[config.mk]
export PLATFORM = sky130hd
export DESIGN_NAME = wptr_full_sync
export DESIGN_NICKNAME = d
export VERILOG_FILES = /design/src/rtl/fifo_pkg.sv /design/src/rtl/sync_ff.sv /design/src/rtl/wptr_full_sync.sv
export SDC_FILE = /design/constraint.sdc
export NUM_CORES = 1
export LEC_CHECK = 0
export CORE_UTILIZATION = 58
export CTS_BUF_LIST = sky130_fd_sc_hd__clkbuf_8 sky130_fd_sc_hd__clkbuf_16
export DETAILED_ROUTE_END_ITERATION = 12
export DONT_BUFFER_PORTS = 1
export PLACE_DENSITY = 0.74
export SLEW_MARGIN = 20
export SYNTH_ARGS = -nofsm -noshare
export SYNTH_HDL_FRONTEND = slang
export SYNTH_SLANG_ARGS = --single-unit
[constraint.sdc]
create_clock -name clk -period 4 [get_ports clk]
set_input_delay 0.4 -clock clk [delete_from_list [all_inputs] [get_ports clk]]
set_output_delay 0.4 -clock clk [all_outputs]
set_load 0.02 [all_outputs]
[src/rtl/fifo_pkg.sv]
// Shared async-FIFO helpers: gray/binary conversion and depth derivation,
// used by the write-side full block, the read-side empty block and gray_counter.
package fifo_pkg;

   localparam int MAX_W = 32;

   function automatic logic [MAX_W-1:0] gray2bin(input logic [MAX_W-1:0] g);
      logic [MAX_W-1:0] b;
      b[MAX_W-1] = g[MAX_W-1];
      for (int i = MAX_W - 2; i >= 0; i--) begin
         b[i] = b[i+1] ^ g[i];
      end
      return b;
   endfunction

   function automatic logic [MAX_W-1:0] bin2gray(input logic [MAX_W-1:0] b);
      return b ^ (b >> 1);
   endfunction

   // Pointers carry one extra wrap bit, so the FIFO holds half the pointer range.
   function automatic int depth_of(input int size);
      return 1 << (size - 1);
   endfunction

endpackage

[src/rtl/sync_ff.sv]
// Generic multi-flop synchroniser for gray-coded buses crossing into clk.
// Pure flop chain, nothing between stages.
module sync_ff #(
   parameter int WIDTH  = 8,
   parameter int STAGES = 2
) (
   input  logic             clk,
   input  logic             rst_n,
   input  logic [WIDTH-1:0] d,
   output logic [WIDTH-1:0] q
);

   logic [STAGES-1:0][WIDTH-1:0] chain;

   always_ff @(posedge clk or negedge rst_n) begin
      if (!rst_n) begin
         chain <= '0;
      end else begin
         chain <= {chain[STAGES-2:0], d};
      end
   end

   assign q = chain[STAGES-1];

endmodule

[src/rtl/wptr_full_sync.sv]
// Write-domain full/level controller: syncs the remote read pointer and
// registers full, almost_full, fill level and an overflow pulse.
module wptr_full_sync
   import fifo_pkg::*;
#(
   parameter int size        = 8,
   parameter int AF_MARGIN   = 4,
   parameter int SYNC_STAGES = 2
) (
   input  logic            clk,
   input  logic            rst_n,
   input  logic            inc,
   input  logic [size-1:0] ptr,
   input  logic [size-1:0] rptr,
   output logic            status,
   output logic            almost_full,
   output logic [size-1:0] level,
   output logic [size-1:0] rptr_sync,
   output logic            overflow
);

   localparam int            DEPTH   = depth_of(size);
   localparam logic [size-1:0] DEPTH_V = size'(DEPTH);
   localparam logic [size-1:0] AF_V    = size'(DEPTH - AF_MARGIN);

   logic [size-1:0] wbin;
   logic [size-1:0] rbin;
   logic [size-1:0] wbin_next;
   logic [size-1:0] lvl_next;
   logic            accept;

   sync_ff #(
      .WIDTH (size),
      .STAGES(SYNC_STAGES)
   ) u_rptr_sync (
      .clk  (clk),
      .rst_n(rst_n),
      .d    (rptr),
      .q    (rptr_sync)
   );

   // wbin_next tracks the gray_counter's own next value, so full rises on the
   // same edge the filling write lands and no extra write slips through.
   assign accept    = inc & ~status;
   assign wbin      = size'(gray2bin({{(MAX_W-size){1'b0}}, ptr}));
   assign rbin      = size'(gray2bin({{(MAX_W-size){1'b0}}, rptr_sync}));
   assign wbin_next = wbin + {{(size-1){1'b0}}, accept};
   assign lvl_next  = wbin_next - rbin;

   always_ff @(posedge clk or negedge rst_n) begin
      if (!rst_n) begin
         status      <= 1'b0;
         almost_full <= 1'b0;
         level       <= '0;
         overflow    <= 1'b0;
      end else begin
         status      <= (lvl_next == DEPTH_V);
         almost_full <= (lvl_next >= AF_V);
         level       <= lvl_next;
         overflow    <= inc & status;
      end
   end

endmodule

==> results.ini, run 1 <==
[pwr]
p_leak_uw = 0.0006657
finalPower_uw = 1102
max-vdd-ir-drop_v = 0.0005014
p_per_area_nw_per_um2 = 758.5

[floorplan]
coreArea_um2 = 2233
die_w_um = 51.11
io-pin-count = 38
num_rows = 17
start_util = 0.6263
dieHeight_um = 51.11
dieArea_um2 = 2612

[synth]
yosysWarnings = 0
synth_seq_cells = 27
ys.flop_type = dfrtp_1
syn_nets = 147
avgSynthCellArea_um2 = 12.38
seq_area_frac_synth = 0.4830
synth_edf_count = 0
async_reset_ff_frac = 1.000
mappedNetlistArea_um2 = 1399
netlist_instances = 113
synth_cell_types = 32

[sta]
worst_pin_slew_ps = 544.9
setup_viol = 0
post-route-period-util = 0.9293
timing.final.max_slew_violations = 0
fmax_mhz = 269.0
hold_violations = 0
fin_ws_ps = 282.8
fin_tns_setup_ps = 0
fin_worst_skew_ps = 2.288
period_needed_ps = 3717
rsz0062_at_grt = false
max_slew_margin = 0.6368

[drt]
initialDrtViolationCount = 8
viasPerCell = 5.464
dr_total_vias = 765
dr.pass1.iters = 3
ant_nets = 0
drt-total-wl_mm = 2.235
drc = 0
wl_per_cell_um = 15.96

[worst_setup_path]
path_max_fanout = 3
cp_data_arrival_time_ps = 3880
critPathCaptureType = register
path_cells = xnor2_4 -> xor2_2 -> xor2_2 -> xor2_2 -> xnor2_1 -> ha_1 -> inv_1 -> ha_1 -> inv_1 -> fa_1 -> nor2b_1 -> o31a_1 -> a21oi_1 -> or4_1 -> nor4b_2
cpMostUsedCell = xor2_2
crit_path_max_incr_delay_ps = 530
crit_path_start_kind = register
cp.required_ps = 4170
critPathSlowestCell = or4_1
crit_family = simple AND/OR/NAND/NOR gates
worst-path-buf-inv = 2
crit_type = reg2reg

[run_status]
run_status = completed

[global_route]
gr-total-overflow = 0
grt_pass1_vias = 784
grt_antenna_before_repair = 0
grt_pass1_wl_mm = 3.581
grt_max_degree = 28
track_usage = 0.2006

[place]
dp_cells = 134
place.gp.congestion = 0.7831
placed_area_um2 = 1381
hpwl_mm = 1.755
dpl_worst_slack_ps = 217.7
portBuffers = 0

[layout]
nFillCells = 173
instances_no_fill = 140
stdcell_area_um2 = 1453
drive_above_1_share = 0.1250
antenna_cells = 0
syn_to_final_growth_pct = 3.846
nNetsFinal = 147
multiInputGateArea_um2 = 640.6
seq_area_um2 = 678.2

[clock_network]
cts.reportedPaths.clkPinSlew_ps = 80
cts_buffers = 3
root_buffer = clkbuf_8
cts.path.max_buffers = 2
cts_tree = built
htreeDepth = 1
cts.sinks = 27
clk-insertion-delay-late_ps = 260

[min_path]
hp-class = in2async

[job]
cap_violations = 0

[layer usage]
metal  global-route usage  part of all wire
met1               0.2280              0.41
met2               0.3618              0.53
met3              0.03274             0.038
met4              0.09722             0.022
met5                    0                 0
[worst paths after layout]
check	from	end	slack, ps	cells past startpoint
min reg2reg	u_rptr_sync.chain[6]$_DFF_PN0_	u_rptr_sync.q[6]$_DFF_PN0_	350	0
max reg2reg	u_rptr_sync.q[7]$_DFF_PN0_	status$_DFF_PN0_	280	15
max	u_rptr_sync.q[7]$_DFF_PN0_	status$_DFF_PN0_	280	15
min	rst_n	u_rptr_sync.chain[2]$_DFF_PN0_	110	1
max in group asynchronous	rst_n	u_rptr_sync.q[6]$_DFF_PN0_	3490	1
min in group clk	rptr[5]	u_rptr_sync.chain[5]$_DFF_PN0_	160	0
[final cells by class]
class / count / area share
sequential: 27 / 0.4668
clock inverter: 1 / 0.002584
clock buffer: 3 / 0.02842
inverter: 9 / 0.02326
tap: 28 / 0.02412
multi-input combinational: 69 / 0.4410
timing repair buffer: 3 / 0.01378
[metrics by stage]
| stage | hold WS, ps | util |
|---|---|---|
| global placement | 105.0 | 0.6185 |
| CTS | 151.7 | 0.6431 |
| detailed placement | 104.9 | 0.6185 |
| floorplan | 104.4 | - |
| global route | 145.3 | 0.6504 |
| finish | 114.8 | 0.6504 |
[registers in the layout, summed over array words and instances (netlist names)]
register	cells
level	8
u_rptr_sync.chain	8
u_rptr_sync.q	8
almost_full	1
overflow	1
status	1
[synth_stat cells, types with 2 or more instances]
| library cell | instances | area share |
|---|---|---|
| nor2_1 | 2 | 0.0054 |
| o21ai_0 | 2 | 0.0072 |
| nand2_1 | 3 | 0.0080 |
| xor2_1 | 7 | 0.044 |
| inv_1 | 9 | 0.024 |
| a21oi_1 | 3 | 0.011 |
| buf_4 | 8 | 0.043 |
| dfrtp_1 | 27 | 0.48 |
| ha_1 | 14 | 0.13 |
| xor2_2 | 3 | 0.035 |
| nand2b_1 | 2 | 0.0089 |
| xnor2_1 | 13 | 0.081 |
[placed cells by master, fill, tap and decap left out]
cell and count:
xor2_2 3, nand2_1 3, nor3b_1 1, nor3_1 1
dfrtp_2 2, nand2b_1 2, xnor2_1 13, nor4b_2 1
o21a_1 1, xor2_1 7, a21oi_1 3, a311o_1 1
and3_1 1, a211oi_1 1, inv_1 10, nor2_1 2
a31o_2 1, buf_2 1, nor2b_1 1, o21bai_1 1
ha_1 14, o21ai_0 2, or3_1 1, o211ai_1 1
o22ai_1 1, a21o_1 1, xnor2_4 1, o31a_1 1
or4_1 1, dfrtp_1 25, nor4_1 1, buf_4 2
fa_1 1, clkbuf_8 3, and2_1 1
[where the power goes]
group / switching [uW] / internal, uW / total, uW / leakage, uW
Sequential: 95.3 / 336 / 432 / 0.000317
Combinational: 295 / 237 / 532 / 0.000322
Clock: 69.5 / 68.5 / 138 / 0.0000269
[kinds of logic (layout without fill, tap and decap cells)]
logic type	after synthesis	after routing	synth area share
and+or+nand+nor	16	16	0.06978
DFF	27	27	0.4830
adders and majority gates	15	15	0.1395
xor gates and xnor gates	24	24	0.1717
AOI/OAI and AO/OA	14	14	0.06889
buffers and inverters	17	16	0.06708
[timing repair]
action	CTS	global route
gates resized for setup	0	3
hold buffers	1	0
setup endpoints to repair	0	1
hold endpoints to repair	27	0
buffers inserted	0	1
Power figures use the tool's default switching activity.
==> run 2, diff against run 1 <==
--- a/config.mk
+++ b/config.mk
@@ -10,6 +10,7 @@
 export DETAILED_ROUTE_END_ITERATION = 12
 export DONT_BUFFER_PORTS = 1
 export PLACE_DENSITY = 0.74
+export RECOVER_POWER = 100
 export SLEW_MARGIN = 20
 export SYNTH_ARGS = -nofsm -noshare
 export SYNTH_HDL_FRONTEND = slang
==> run 2 against run 1 <==
Against the previous run: worst setup slack is essentially flat; utilization shrank 0.056 points; flip-flop and latch count is the same; routed wire length grew 0.13%; register-to-register slack is essentially flat; first-iteration DRC count is the same; worst hold slack gained 45 ps; fmax is essentially flat; largest power group unchanged.
==> results.ini, run 2 (synthesized netlist as in run 1, its figures left out) <==
[drt]
viasPerCell = 5.464  ; unchanged
dr.pass1.iters = 3  ; unchanged
initialDrtViolationCount = 8  ; unchanged
dr_total_vias = 765  ; unchanged
drt-total-wl_mm = 2.238  ; was 2.235 mm
ant_nets = 0  ; unchanged
wl_per_cell_um = 15.99  ; was 15.96 um
drc = 0  ; unchanged

[sta]
setup_viol = 0  ; unchanged
post-route-period-util = 0.9294  ; was 0.9293
max_slew_margin = 0.1268  ; was 0.6368
rsz0062_at_grt = false  ; unchanged
worst_pin_slew_ps = 1310  ; was 544.9 ps
timing.final.max_slew_violations = 0  ; unchanged
fmax_mhz = 269.0  ; about the same
fin_tns_setup_ps = 0  ; unchanged
period_needed_ps = 3717  ; about the same
fin_worst_skew_ps = 2.552  ; was 2.288 ps
hold_violations = 0  ; unchanged

[min_path]
hp-class = in2reg  ; was in2async

[worst_setup_path]
reg2reg_depth = 15  ; unchanged
critPathCaptureType = register  ; unchanged
crit_path_start_kind = register  ; unchanged
worstReg2RegStart = u_rptr_sync.q[7]$_DFF_PN0_  ; unchanged
r2r_end = status$_DFF_PN0_  ; unchanged
crit_start = u_rptr_sync.q[7]$_DFF_PN0_  ; unchanged
cp_data_arrival_time_ps = 3880  ; about the same
cp.required_ps = 4170  ; about the same
critical_path.endpoint = status$_DFF_PN0_  ; unchanged
crit_type = reg2reg  ; unchanged
path_max_fanout = 3  ; unchanged
rrSetupSlack_ps = 280  ; about the same

[place]
hpwl_mm = 1.755  ; unchanged
placed_area_um2 = 1381  ; unchanged
portBuffers = 0  ; unchanged
place.gp.congestion = 0.7831  ; unchanged
dp_cells = 134  ; unchanged

[run_status]
run_status = completed  ; unchanged

[clock_network]
cts.reportedPaths.clkPinSlew_ps = 80  ; about the same
cts_buffers = 3  ; unchanged
root_buffer = clkbuf_8  ; unchanged
cts.path.max_buffers = 2  ; unchanged
htreeDepth = 1  ; unchanged
cts_tree = built  ; unchanged
cts.sinks = 27  ; unchanged
clk-insertion-delay-late_ps = 260  ; about the same

[floorplan]
io-pin-count = 38  ; unchanged
num_rows = 17  ; unchanged
start_util = 0.6263  ; unchanged
dieHeight_um = 51.11  ; unchanged
coreArea_um2 = 2233  ; unchanged
die_w_um = 51.11  ; unchanged
dieArea_um2 = 2612  ; unchanged

[global_route]
grt_antenna_before_repair = 0  ; unchanged
grt_max_degree = 28  ; unchanged
gr-total-overflow = 0  ; unchanged
grt_pass1_wl_mm = 3.581  ; unchanged
grt_pass1_vias = 784  ; unchanged
track_usage = 0.2006  ; unchanged

[layout]
layout_common_cells = dfrtp_1, ha_1, xnor2_1, inv_1, xor2_1  ; unchanged
antenna_cells = 0  ; unchanged
stdcell_area_um2 = 1451  ; was 1453 um^2
nFillCells = 174  ; was 173
layout_commonest_cell = dfrtp_1  ; unchanged
seq_area_um2 = 678.2  ; unchanged
instances_no_fill = 140  ; unchanged
multiInputGateArea_um2 = 640.6  ; unchanged
drive_above_1_share = 0.1161  ; was 0.1250
nNetsFinal = 147  ; unchanged
syn_to_final_growth_pct = 3.757  ; was 3.846%

[pwr]
p_leak_uw = 0.0006619  ; was 0.0006657 uW
p_per_area_nw_per_um2 = 759.0  ; was 758.5 nW/um^2
max-vdd-ir-drop_v = 0.0005007  ; was 0.0005014 V

[job]
cap_violations = 0  ; unchanged

==> run 2: layer usage <==
metal	routed length, um	up-vias	global-route usage
li1	-	364	-
met1	908	374	0.2280
met2	1193	23	0.3618
met3	86	4	0.03274
met4	50	0	0.09722
met5	0	-	0
==> run 2: repair_timing <==
item / in CTS / in global routing
endpoints found under the setup margin: 0 / 1
hold buffers: 1 / 0
hold endpoints to repair: 27 / 0
gates resized for setup: 0 / 3
buffers inserted: 0 / 1
==> run 2: cell type report <==
cell class,instances,share of cell area
flip-flops and latches,27,0.4672
multi-input cells,69,0.4414
clock buffers,3,0.02845
well taps,28,0.02414
inverters,9,0.02328
repair buffers,3,0.01293
clock inverters,1,0.002586
==> run 2: worst min path at each step <==
stage | startpoint | slack (ps) | cells past startpoint | end
after CTS | rptr[6] | 150 | 0 | u_rptr_sync.chain[6]$_DFF_PN0_
after detailed placement | rst_n | 100 | 0 | u_rptr_sync.chain[2]$_DFF_PN0_
final | rptr[5] | 160 | 0 | u_rptr_sync.chain[5]$_DFF_PN0_
after floorplan | rst_n | 100 | 0 | almost_full$_DFF_PN0_
after global routing | rptr[7] | 150 | 0 | u_rptr_sync.chain[7]$_DFF_PN0_
after global placement | rst_n | 100 | 0 | u_rptr_sync.chain[2]$_DFF_PN0_
==> run 2: power by group <==
part           switching, uW  leakage (uW)  internal, uW
clock                   69.4     0.0000269          68.5
sequential              95.3      0.000317           336
combinational            295      0.000318           237
==> run 2: metrics by stage <==
step	total power [uW]	setup slack, ps	utilization	hold WS, ps
floorplan	838.7	480.2	-	104.4
global placement	925.6	299.8	0.6185	105.0
detailed placement	944.3	217.7	0.6185	104.9
CTS	1109	179.8	0.6431	151.7
global route	1182	23.66	0.6499	145.3
finish	1102	282.5	0.6499	160.0
==> run 2: worst max-delay path, cell delays in order (launching register included) <==
cell and delay, ps:
dfrtp_2 500, xnor2_4 220, xor2_2 210, xor2_2 220
xor2_2 180, xnor2_1 90, ha_1 290, inv_1 60
ha_1 180, inv_1 60, fa_1 390, nor2b_1 160
o31a_1 180, a21oi_1 80, or4_1 530, nor4b_2 240
==> RTL change 1 (config.mk and constraints of run 2) <==
The parameter `size` goes from 8 to 6.
--- a/src/rtl/wptr_full_sync.sv
+++ b/src/rtl/wptr_full_sync.sv
@@ -4,5 +4,5 @@
    import fifo_pkg::*;
 #(
-   parameter int size        = 8,
+   parameter int size        = 6,
    parameter int AF_MARGIN   = 4,
    parameter int SYNC_STAGES = 2
Ports: changed (resized level, ptr, rptr and rptr_sync); port bits go from 38 to 30. No check against the original RTL was run, so the function may have changed too.
==> RTL change 1 against run 2 <==
  * Count of clock-buffer cells in the layout is the same
  * Synthesized area shrank 24%
  * Wire length shrank 32%
  * Sequential cell count shrank 6
  * Final area shrank 24%
  * Worst setup slack gained 150 ps
  * Power shrank 30%
  * Largest cell class unchanged
  * Highest routed layer unchanged
==> RTL change 1: results (changes against run 2) <==
* Status: completed
* Gpl congestion at 0.752 (-4.0%)
* DRT Pass-1 Iters at 4 (+1)
* Place WS at 442 ps (+224 ps)
* DR vias at 529 (-31%)
* Met2 Wirelength at 775 um (-35%)
* Nets at 104 (-29%)
* First-pass GRT wire length at 2530 um (-29%)
* Seq/Total Area, Yosys at 49.1% (+0.82 points)
* Share of post-route cells with drive strength above 1 at 11.7% (+0.081 points)
* Clk Latency, worst-skew pair at 250 ps
* Crit path max fanout at 4 (+1)
* Resize count post-CTS at 0 (unchanged)
* WL/cell at 15.0 um (-6.4%)
* VDD IR max at 0.000404 V (-19%)
* GRT Total Usage at 18.7% (-1.4 points)
* CTS buffer count at 3 (unchanged)
* P_leak at 0.522 nW (-21%)
* Cell depth of the worst hold path at 0 (unchanged)
* Cell Count Post-Placement at 97 (-28%)
* Worst Reg-to-Reg Cells at 11 (-4)
* First DRT Iteration DRCs at 5 (-3)
* Switching Fraction at 40.2% (-1.5 points)
* Most common library cells after synthesis: 21 x dfrtp_1, 10 x ha_1, 6 x buf_4, 6 x inv_1
* Hold WC Path Type: in -> reg
* Hold-fix buffers, CTS at 1 (unchanged)
* Final Hold Slack at 172 ps (+12.4 ps)
* Mapped Cells at 78 (-31%)
* Async SR Flop Fraction at 100% (unchanged)
* Reg2reg start: u_rptr_sync.q[5]
* Dpl cell area at 1060 um2 (-24%)
* Hold Crit Start: rptr[0]
* Slew headroom at 42.3% (+30 points)
* Number of fill cells at 141 (-19%)
* DP HPWL at 1240 um (-30%)
* Flop pwr share at 43.5% (+4.3 points)
* DR WL met3 at 55 um (-36%)
* Number of global-route vias before repair at 552 (-30%)
* Top sig layer: met4
* M1 wire length at 685 um (-25%)
* Unique cell type count in the Yosys netlist at 25 (-22%)
* Layout Skew at 4.63 ps (+2.08 ps)
* Met2 GRT Util at 29.6% (-6.6 points)
* # Post-CTS Setup Buffers at 0 (unchanged)
* Ys Warns at 0 (unchanged)
* Pwr Total at 0.772 mW (-30%)
* Hold path endpoint: u_rptr_sync.chain[0]
* Met3 Resource Use GR at 3.60% (+0.33 points)
* Grt met1 use at 24.9% (+2.1 points)
* Pin count of the biggest net entering global routing at 22 (-21%)
* R2r setup slk at 430 ps (+150 ps)
* Clock-pin slew on the worst setup and hold paths at 70 ps
* Drt total wl at 1530 um (-32%)
* ANT cells at 0 (unchanged)
* WP data arrival at 3710 ps (-170 ps)
* Logic pwr share at 40.1% (-8.2 points)
* Synth Net Count at 104 (-29%)
* Area contributors post-synth: dfrtp_1 49%, ha_1 12%, buf_4 4.2%
-- RTL change 1: cell count changes after synthesis, moves of 3 or more --
| cell | change |
|---|---|
| dfrtp_1 | -6 |
| ha_1 | -4 |
| inv_1 | -3 |
| xnor2_1 | -8 |
-- RTL change 1: final cells by class --
type	instances	area, um2	share of cell area [%]
clock buffer	3	41.3	3.74
clock inverter	1	3.75	0.340
inverter	6	22.5	2.04
multi-input combinational	45	469	42.5
sequential	21	526	47.6
tap	25	31.3	2.83
timing repair buffer	1	10.0	0.907
-- RTL change 1: how the worst max path moves through the flow --
| stage | startpoint | end | slack [ps] | depth (start not counted) |
|---|---|---|---|---|
| after floorplan | u_rptr_sync.q[5] | status | 860 | 12 |
| after detailed placement | u_rptr_sync.q[5] | status | 440 | 11 |
| after global placement | u_rptr_sync.q[5] | status | 570 | 12 |
| final | u_rptr_sync.q[5] | status | 430 | 11 |
| after CTS | u_rptr_sync.q[5] | status | 450 | 11 |
| after global routing | u_rptr_sync.q[5] | status | 140 | 11 |
-- RTL change 1: worst max-delay path, cell delays in order (launching register included) --
cell	delay (ps)
dfrtp_1	540
xnor3_1	420
xor2_1	260
xor2_1	260
xnor2_1	150
ha_1	220
inv_1	60
ha_1	270
a211o_1	320
a211oi_2	300
o21ai_0	250
a2111oi_4	410
-- RTL change 1: logic make-up (layout without fill, tap and decap cells) --
family / after synthesis / in the layout / share of synthesized area (%)
AOI/OAI and AO/OA: 9 / 9 / 8.30
DFF: 21 / 21 / 49.1
buffers and inverters: 12 / 11 / 6.32
xor gates and xnor gates: 15 / 15 / 17.4
adders and majority gates: 11 / 11 / 13.6
and+or+nand+nor: 10 / 10 / 5.26
==> RTL change 2 (config.mk and constraints of run 2) <==
Without the edit above. Register the output `rptr_sync`, without a reset; this adds one clock of latency there. The other outputs are not delayed to match.
--- a/src/rtl/wptr_full_sync.sv
+++ b/src/rtl/wptr_full_sync.sv
@@ -24,4 +24,6 @@
    localparam logic [size-1:0] AF_V    = size'(DEPTH - AF_MARGIN);
 
+   logic [size-1:0] rptr_sync_d;
+
    logic [size-1:0] wbin;
    logic [size-1:0] rbin;
@@ -37,5 +39,5 @@
       .rst_n(rst_n),
       .d    (rptr),
-      .q    (rptr_sync)
+      .q    (rptr_sync_d)
    );
 
@@ -44,5 +46,5 @@
    assign accept    = inc & ~status;
    assign wbin      = size'(gray2bin({{(MAX_W-size){1'b0}}, ptr}));
-   assign rbin      = size'(gray2bin({{(MAX_W-size){1'b0}}, rptr_sync}));
+   assign rbin      = size'(gray2bin({{(MAX_W-size){1'b0}}, rptr_sync_d}));
    assign wbin_next = wbin + {{(size-1){1'b0}}, accept};
    assign lvl_next  = wbin_next - rbin;
@@ -62,4 +64,8 @@
    end
 
+   always_ff @(posedge clk) begin
+      rptr_sync <= rptr_sync_d;
+   end
+
 endmodule
 
Check against the original RTL: not equivalent (a bounded check fails within 4 cycles, from zero or initial values and one cycle with rst_n low).
==> RTL change 2 against run 2 <==
  * Combinational power shrank 3.8%
  * Worst setup slack lost 18 ps
  * Non-clock buffer count grew 1
  * Critical path depth is 1 lower
  * Wire length rose by 3.1%
  * Final area up 14%
  * Sequential cell count up 8
  * Synthesized area increased by 7.2%
  * First-iteration DRC count grew 140%
  * Power rose by 15%
  * Die area up 6.9%
  * Count of clock-buffer cells in the layout grew 2
==> RTL change 2: results (changes against run 2) <==
* Seq/Total Area, Yosys at 55.8% (+7.5 points)
* Final Hold Slack at 129 ps (-30.6 ps)
* First DRT Iteration DRCs at 19 (+11)
* Most common library cells after synthesis: 27 x dfrtp_1, 14 x ha_1, 13 x xnor2_1, 9 x inv_1, 8 x dfxtp_1
* Async SR Flop Fraction at 77.1% (-23 points)
* Cell Count Post-Placement at 143 (+6.7%)
* Worst Reg-to-Reg Cells at 14 (-1)
* GRT Total Usage at 20.8% (+0.75 points)
* Clock-pin slew on the worst setup and hold paths at 70 ps
* WL/cell at 14.9 um (-6.9%)
* Layout Skew at 5.42 ps (+2.87 ps)
* Syn avg cell area at 13.3 um2 (+7.2%)
* Worst path max stage delay at 530 ps (about the same)
* H-tree lvl count at 2 (+1)
* Area contributors post-synth: dfrtp_1 45%, ha_1 12%, dfxtp_1 11%
* Xor/xnor share of the synthesized area at 16.0% (-1.1 points)
* R2r setup slk at 260 ps (-20 ps)
* CP Capture Point: status
* Clk Latency, worst-skew pair at 290 ps (+30 ps)
* Pin slew with the least headroom to its limit at 1370 ps (+62.1 ps)
* EDFF count, synth at 0 (unchanged)
* Setup crit start: u_rptr_sync.q[6]
* WP data arrival at 3930 ps (+50 ps)
* Initial antenna violation count at 0 (unchanged)
* Hold path endpoint: u_rptr_sync.chain[4]
* Drt total wl at 2310 um (+3.1%)
* Unique cell type count in the Yosys netlist at 32 (unchanged)
* DP HPWL at 1670 um (-5.1%)
* VDD IR max at 0.000446 V (-11%)
* Status: completed
* Synth Net Count at 147 (unchanged)
* Slowest CP cell: or4_1
* Dominant synthesized flop cell: dfrtp_1
* Hold Crit Start: rptr[4]
* Nets at 158 (+7.5%)
* DR vias at 834 (+9.0%)
* Resize count post-CTS at 0 (unchanged)
* CTS buffer count at 5 (+2)
* Synth Area in Adders at 13.0% (-0.93 points)
* Period utilization at 93.4% (+0.45 points)
* Delay-heaviest family, CP: XOR/XNOR gates
* Dpl cell area at 1540 um2 (+11%)
* Gpl congestion at 0.825 (+5.3%)
* Share of post-route cells with drive strength above 1 at 12.0% (+0.39 points)
* DRT Pass-1 Iters at 4 (+1)
* First-pass GRT wire length at 3750 um (+4.6%)
* Crit path max fanout at 3 (unchanged)
* Number of global-route vias before repair at 841 (+7.3%)
* ANT cells at 0 (unchanged)
* Place WS at 180 ps (-37.9 ps)
* Compound-Gate Fraction of Synth Area at 6.43% (-0.46 points)
* P_leak at 0.754 nW (+14%)
-- RTL change 2: area by class of cell --
cell class	count	area [um2]
Sequential cell	35	836
Inverter	9	33.8
Fill cell	174	805
Clock buffer	5	68.8
Tap cell	30	37.5
Multi-Input combinational cell	69	629
Timing Repair Buffer	4	28.8
Clock inverter	3	16.3
-- RTL change 2: power breakdown --
| group | internal (mW) | switching (mW) | leakage [nW] |
|---|---|---|---|
| Clock | 0.119 | 0.126 | 0.0453 |
| Combinational | 0.235 | 0.278 | 0.322 |
| Sequential | 0.421 | 0.0913 | 0.386 |
-- RTL change 2: per-layer routing --
metal | part of all wire (%) | routed length [um] | track usage [%]
met2 | 50 | 1160 | 33.1
met4 | 2.3 | 53 | 11.8
met3 | 7.8 | 181 | 11.3
met5 | 0 | 0 | 0
met1 | 39 | 910 | 21.5
-- RTL change 2: timing repair --
item,4_1_cts,5_1_grt
hold buffers,2,0
endpoints found under the setup margin,0,1
endpoints found under the hold margin,27,0
setup buffers,0,2
